--- src/rtl/alu_control_pkg.sv ---
// Shared definitions for the ALU control path: operation-class codes from
// the main control FSM and the 3-bit ALU operation select.
// Used by alu_control, the ALU/flag unit and the control FSM.
package alu_control_pkg;

  // Operation class driven by the main control FSM.
  localparam logic [1:0] ALUOP_ADD   = 2'b00;
  localparam logic [1:0] ALUOP_SUB   = 2'b01;
  localparam logic [1:0] ALUOP_FUNCT = 2'b10;
  localparam logic [1:0] ALUOP_NEG   = 2'b11;

  // ALU operation select.
  localparam logic [2:0] ALU_ADD  = 3'b000;
  localparam logic [2:0] ALU_SUB  = 3'b001;
  localparam logic [2:0] ALU_NAND = 3'b010;
  localparam logic [2:0] ALU_ASL  = 3'b011;
  localparam logic [2:0] ALU_NEG  = 3'b100;
  localparam logic [2:0] ALU_ASR  = 3'b101;
  localparam logic [2:0] ALU_LSR  = 3'b110;
  localparam logic [2:0] ALU_LSL  = 3'b111;

  // True for every shift operation select.
  function automatic logic alu_is_shift(input logic [2:0] op);
    case (op)
      ALU_ASL, ALU_ASR, ALU_LSR, ALU_LSL: alu_is_shift = 1'b1;
      default:                            alu_is_shift = 1'b0;
    endcase
  endfunction

endpackage

--- src/rtl/alu_control_decode.sv ---
// Combinational decode of operation class and function code into the
// ALU operation select plus its shift/subtract qualifiers and an
// undefined-code flag. Undefined codes fall back to add.
module alu_control_decode
  import alu_control_pkg::*;
(
  input  logic [1:0] aluop,
  input  logic [3:0] functcode,
  output logic [2:0] alucont,
  output logic       illegal,
  output logic       is_shift,
  output logic       is_sub
);

  // Map the operation class (and function code when asked) to an ALU op.
  // NOTE: defaults assigned first so every path drives every output; no latches.
  always_comb begin
    alucont = ALU_ADD;
    illegal = 1'b0;
    case (aluop)
      ALUOP_ADD: alucont = ALU_ADD;
      ALUOP_SUB: alucont = ALU_SUB;
      ALUOP_NEG: alucont = ALU_NEG;
      ALUOP_FUNCT: begin
        if (functcode[3]) begin
          alucont = ALU_ADD;
          illegal = 1'b1;
        end else begin
          alucont = functcode[2:0];
        end
      end
      default: begin
        alucont = ALU_ADD;
        illegal = 1'b0;
      end
    endcase
  end

  // Qualifiers follow directly from the selected operation.
  always_comb begin
    is_shift = alu_is_shift(alucont);
    is_sub   = (alucont == ALU_SUB);
  end

endmodule

--- src/rtl/alu_control.sv ---
// ALU control: registers the decoded ALU select so it is stable for the
// whole execute cycle, and tracks undefined function codes.
// Optional feature: ALU_CTRL_ILLEGAL_TRAP_EN enables the illegal pulse and
// the sticky illegal indicator; without it both read 0 and illegal_clr is
// ignored.
module alu_control
  import alu_control_pkg::*;
(
  input  logic       clk,
  input  logic       rst,
  input  logic       en,
  input  logic [1:0] aluop,
  input  logic [3:0] functcode,
  input  logic       illegal_clr,
  output logic [2:0] alucont,
  output logic       is_shift,
  output logic       is_sub,
  output logic       illegal,
  output logic       illegal_sticky
);

  logic [2:0] dec_alucont;
  logic       dec_illegal;
  logic       dec_is_shift;
  logic       dec_is_sub;

  alu_control_decode u_decode (
    .aluop     (aluop),
    .functcode (functcode),
    .alucont   (dec_alucont),
    .illegal   (dec_illegal),
    .is_shift  (dec_is_shift),
    .is_sub    (dec_is_sub)
  );

  logic [2:0] alucont_d, alucont_q;
  logic       is_shift_d, is_shift_q;
  logic       is_sub_d, is_sub_q;

  // Load the decoded select on en, otherwise hold it.
  always_comb begin
    alucont_d  = alucont_q;
    is_shift_d = is_shift_q;
    is_sub_d   = is_sub_q;
    if (en) begin
      alucont_d  = dec_alucont;
      is_shift_d = dec_is_shift;
      is_sub_d   = dec_is_sub;
    end
  end

  // Select registers, cleared asynchronously.
  // NOTE: sequential state uses non-blocking assignment only.
  always_ff @(posedge clk or posedge rst) begin
    if (rst) begin
      alucont_q  <= ALU_ADD;
      is_shift_q <= 1'b0;
      is_sub_q   <= 1'b0;
    end else begin
      alucont_q  <= alucont_d;
      is_shift_q <= is_shift_d;
      is_sub_q   <= is_sub_d;
    end
  end

  assign alucont  = alucont_q;
  assign is_shift = is_shift_q;
  assign is_sub   = is_sub_q;

`ifdef ALU_CTRL_ILLEGAL_TRAP_EN
  logic illegal_d, illegal_q;
  logic sticky_d, sticky_q;

  // Pulse on each accepted undefined decode; sticky set wins over clear.
  always_comb begin
    illegal_d = en & dec_illegal;
    sticky_d  = sticky_q;
    if (illegal_clr) sticky_d = 1'b0;
    if (illegal_d)   sticky_d = 1'b1;
  end

  // Illegal pulse and sticky registers, cleared asynchronously.
  always_ff @(posedge clk or posedge rst) begin
    if (rst) begin
      illegal_q <= 1'b0;
      sticky_q  <= 1'b0;
    end else begin
      illegal_q <= illegal_d;
      sticky_q  <= sticky_d;
    end
  end

  assign illegal        = illegal_q;
  assign illegal_sticky = sticky_q;
`else
  // Trap disabled: the undefined-code flag and clear input are not used.
  logic unused_trap;
  assign unused_trap    = dec_illegal ^ illegal_clr;
  assign illegal        = 1'b0;
  assign illegal_sticky = 1'b0;
`endif

endmodule

--- config.mk ---
export PLATFORM = sky130hd
export DESIGN_NAME = alu_control
export DESIGN_NICKNAME = d
export VERILOG_FILES = /design/src/rtl/alu_control_pkg.sv /design/src/rtl/alu_control_decode.sv /design/src/rtl/alu_control.sv
export SDC_FILE = /design/constraint.sdc
export NUM_CORES = 1
export LEC_CHECK = 0
export ABC_CLOCK_PERIOD_IN_PS = 800
export CORE_AREA = 10 10 47 49
export CTS_CLUSTER_SIZE = 24
export DETAILED_ROUTE_END_ITERATION = 12
export DIE_AREA = 0 0 57 59
export GPL_TIMING_DRIVEN = 0
export PLACE_DENSITY = 0.54
export SLEW_MARGIN = 20
export SYNTH_ARGS = -nofsm -noshare
export SYNTH_HDL_FRONTEND = slang
export SYNTH_SLANG_ARGS = --single-unit
--- constraint.sdc ---
create_clock -name clk -period 0.8 [get_ports clk]
set_input_delay 0.2 -clock clk [delete_from_list [all_inputs] [get_ports clk]]
set_output_delay 0.2 -clock clk [all_outputs]
set_load 0.02 [all_outputs]
[Word level (Yosys, flattened, before mapping)]
Cells that the tools add are included.
Word-level totals
  output and inout bits: 7
  memories kept: 0
  flip-flop bits (word level): 5
  ROM bits: 0
  latch bits: 0
  input port bits: 10
  bits in writable memories: 0
  logic and storage cells: 16
Operators by class
  $add $sub $neg: 0
  $mul: 0
  $lt $le $gt $ge: 0
  equality and inequality tests: 8
  bitwise operators: 0
  reductions and logical operators: 2
  div/mod/pow operators: 0
  shift operators: 0
  mux-type cells: 3
Operators by type and width (count)
  3-bit one-hot mux with 4 select lines: 1
  3-bit equality test, second input constant: 3
  2-bit equality test, second input constant: 2
  4-bit OR reduction: 1
  3-bit by 1-bit equality test with 1-bit output, second input constant: 1
  3-bit by 2-bit equality test with 1-bit output, second input constant: 1
  3-bit 2-to-1 mux: 1
  2-bit by 1-bit equality test with 1-bit output, second input constant: 1
  2-bit zero test: 1
  1-bit 2-to-1 mux: 1

[Depth between registers and ports, before layout]
  depth after elaboration: 5
  mapped depth: 3
  gate-level depth less buffers: 3

[Hierarchy]
From an unflattened synthesis, not the netlist that was laid out.
Unflattened totals
  cell total of the unflattened synthesis: 24
  area total of the unflattened synthesis: 289.0 um2
Modules (own cells, without submodules)
  alu_control: times used 1, area an instance 203.9 um2, sequential area each 125.1 um2, cells an instance 14
  alu_control_decode: times used 1, area an instance 85.1 um2, sequential area each 0.0 um2, cells an instance 10

[Worst setup path after synthesis]
OpenSTA, ideal clock, no wires.
  kind: in2reg
  start: input port functcode[0]
  end: register is_shift_q (netlist: is_shift)
  buffers on the path: 0
  required time: 0.672 ns
  setup time: 0.128 ns
  setup slack: 0.056 ns
  stages on the path: 3
  arrival: 0.616 ns
  cell sequence: maj3_2 -> nand3_1 -> o21ai_0
Between the ends
  word-level cells in the longest chain between the ends: 5
  elaborated cells on any way between the ends: 8
  those cells by class: eq/ne: 4; mux: 3; reduce/logical: 1
Ends and longest elaborated chain
  start, declared: line alu_control.sv:13  | input logic [3:0] functcode,
  3-bit 2-to-1 mux (*): line alu_control_decode.sv:25  | if (functcode[3]) begin
  3-bit one-hot mux with 4 select lines (*): line alu_control_decode.sv:20  | case (aluop)
  3-bit by 2-bit equality test with 1-bit output or 3-bit equality test (tied branches): line alu_control_pkg.sv:24  | case (op)
  4-bit OR reduction (*): line alu_control_pkg.sv:24
  1-bit 2-to-1 mux (*): line alu_control_pkg.sv:24
  end signal, assigned: line alu_control.sv:61  | is_shift_q <= is_shift_d;
  end, declared: line alu_control.sv:37  | logic is_shift_d, is_shift_q;
Every way passes the cells marked *; elsewhere a longest branch is shown, timed or not.
A chain may end at the register's enable or synchronous reset.

[Final worst setup path]
  start: register alucont_q[1] (netlist: alucont[1])
  end: output port alucont[1]
RTL lines
  start, declared: line alu_control.sv:36  | logic [2:0] alucont_d, alucont_q;
  start signal, assigned: line alu_control.sv:60  | alucont_q <= alucont_d;
  end, declared: line alu_control.sv:15  | output logic [2:0] alucont,
No word-level cell between the ends.

==> reports/metrics.csv <==
stage,metric,value,unit
yosys,Yosys top cell by area,dfrtp_1,
yosys,synthesized flop and latch total,5,
drt,Detail Route Antenna Nets,0,
cells_and_area,Multi-input gate area,123,µm²
power_and_ir_drop,sw frac,26.9,%
outcome,status,"finished, violations left",
drt,DR WL/cell,10.4,µm
clocking,latest clock arrival within the worst-skew pair,240,ps
flow_run,max_cap viols,0,
placement,Post-DP HPWL,587,µm
power_and_ir_drop,Leak,0.226,nW
worst_setup_path,family with the most delay on the worst path,flip-flops,
outcome,failing checks,setup timing,
yosys,sequential area share after synthesis,46.1,%
clocking,# clock sinks,5,
power_and_ir_drop,Pint,0.000564,W
floorplanning,core area,0.00140,mm²
worst_setup_path,Critical path origin,alucont[1],
yosys,Netlist cell types,15,
global_routing,GRT Total Usage,4.25,%
sta,unrepaired setup endpoints after global routing,yes,
yosys,post-synth top area share,46.1,%
sta,hold slack,170,ps
placement,placed insts,60,
cells_and_area,"commonest non-fill, non-tap cells in the layout","inv_1, buf_4, dfrtp_1, clkdlybuf4s15_1, buf_6",
clocking,TritonCTS Buffers,3,
global_routing,remaining global-route overflow,0,
yosys,Synth area leaders,"dfrtp_1, a21oi_1, inv_1",
cells_and_area,n_diodes,0,
min_path,Min-Delay Path Class,in -> async,
sta,setup TNS,-768,ps
cells_and_area,Finished Layout Cells,67,
floorplanning,Die Wd,57,µm
yosys,Mapped Area,272,µm²
yosys,Post-Synthesis Cells,31,
yosys,Syn Area/Cell,8.76,µm²
worst_setup_path,CP Launch Type,flop,
worst_setup_path,worst-path maximum fanout,2,
floorplanning,row cnt,14,
clocking,H-tree Lvls,1,
sta,Period minus WS final,961,ps
worst_setup_path,worst path cell trace,buf_6,
worst_setup_path,Crit Reg-Reg Startpoint,is_sub,
sta,post-route clock period utilization,120,%
drt,DRC Markers,0,
drt,via count,266,
power_and_ir_drop,VDD IR max,740,µV
cells_and_area,area delta synth->final,77.0,%
floorplanning,IO Pins,17,
sta,Worst Slack Setup Final,-161,ps
placement,Port Buffer Count,12,
sta,Setup Skew,0,ps
power_and_ir_drop,clock group share of total power,37.8,%
clocking,Max clock buf depth,2,
cells_and_area,# fillers,167,
placement,RePlAce Congestion,0.719,
sta,count of pins over their slew limit,0,
drt,Via density,3.97,
cells_and_area,register area,125,µm²
clocking,CTS tree,built,
drt,WL final,700,µm
clocking,Root Driver,clkbuf_4,
worst_setup_path,CP bufs+invs,1,
global_routing,initial antenna violation count,0,
worst_setup_path,Crit path largest cell delay,390,ps
clocking,"Clk pin slew, worst setup/hold paths",50,ps
cells_and_area,nets,62,
floorplanning,Starting Density,19.4,%
floorplanning,die height,59,µm
cells_and_area,final core occ,34.3,%
worst_setup_path,worst path arrival time,760,ps
worst_setup_path,CP max-delay cell,dfrtp_1,
sta,Final Hold Fails,0,
global_routing,largest net degree at the start of global routing,11,
cells_and_area,layout cells sized above 1,35.3,%
drt,DR iter-0 viols,1,
power_and_ir_drop,Gate power share,25.3,%
yosys,Ys Warns,0,
floorplanning,die area,0.00336,mm²
worst_setup_path,Crit. End Element,output port,
power_and_ir_drop,register share of total power,36.9,%
worst_setup_path,Crit Path Category,reg -> out,
power_and_ir_drop,net switching power,0.000208,W
sta,Max Clock Freq,1.04,GHz
global_routing,first-pass GRT wire length,1100,µm
worst_setup_path,critical path data required time,600,ps
power_and_ir_drop,power per cell area,1610,mW/mm²
drt,Initial DRT Pass Iterations,3,
sta,final setup fails,5,
global_routing,vias in the first global route,264,
power_and_ir_drop,Design Power,0.000773,W
[path summary, 6_finish.rpt]
| kind | endpoint | slack (ps) | cells past startpoint |
|---|---|---|---|
| min reg2reg | is_shift | 530 | 2 |
| min in group clk | is_sub | 280 | 2 |
| max reg2reg | is_sub | 30 | 3 |
| max in group asynchronous | alucont[0] | 450 | 2 |
| min | is_sub | 170 | 2 |
| max | alucont[1] | -160 | 1 |
[layer usage]
| layer | global-route usage [%] | routed length [µm] |
|---|---|---|
| met4 | 4.03 | 12 |
| met2 | 5.58 | 298 |
| met1 | 4.68 | 337 |
| met5 | 0 | 0 |
| met3 | 2.36 | 51 |
[stage by stage]
step                setup slack (ps)  area (µm²)
finish                          -161         480
global route                    -190         480
CTS                             -167         458
detailed placement              -525         415
global placement                -484         415
floorplan                       56.4         275
[flip-flops by register name (all words and copies together) (netlist names)]
register / cells
is_shift: 1
is_sub: 1
alucont: 3
[kinds of logic after synthesis]
family          Yosys count  share of synthesized area (%)
simple gates              8                           18.4
flops                     5                           46.1
fa+ha+maj                 1                           4.15
other cells               1                           1.38
buf+inv                   8                           14.3
compound gates            8                           15.7
[final cells by class]
class | instances | share of cell area, %
plain buffers | 3 | 4.17
clock buffers | 4 | 5.47
inverters | 5 | 3.91
multi-input cells | 19 | 25.5
flip-flops and latches | 5 | 26.0
well taps | 16 | 4.17
repair buffers | 15 | 30.7
[power groups by stage]
stage	Sequential [W]	Clock, W	Combinational [W]
floorplan	0.000308	0	0.0000615
global placement	0.000285	0	0.000175
CTS	0.000285	0.000303	0.000186
finish	0.000285	0.000292	0.000196
detailed placement	0.000285	0	0.000178
global route	0.000287	0.000328	0.000212
[cells in the mapped netlist, drive strengths merged]
master,count
dfrtp,5
conb,1
nand3,2
nand2,1
inv,5
a31oi,1
o21ai,2
maj3,1
buf,3
a21oi,4
nor2b,1
o22ai,1
nor3b,1
nor2,3
[timing repair]
action | in CTS | in global routing
resized for setup | 38 | 6
buffers inserted | 2 | 2
pin swaps | 3 | 2
endpoints found under the setup margin | 10 | 8
hold buffers | 0 | 0
(Power assumes the default switching activity.)
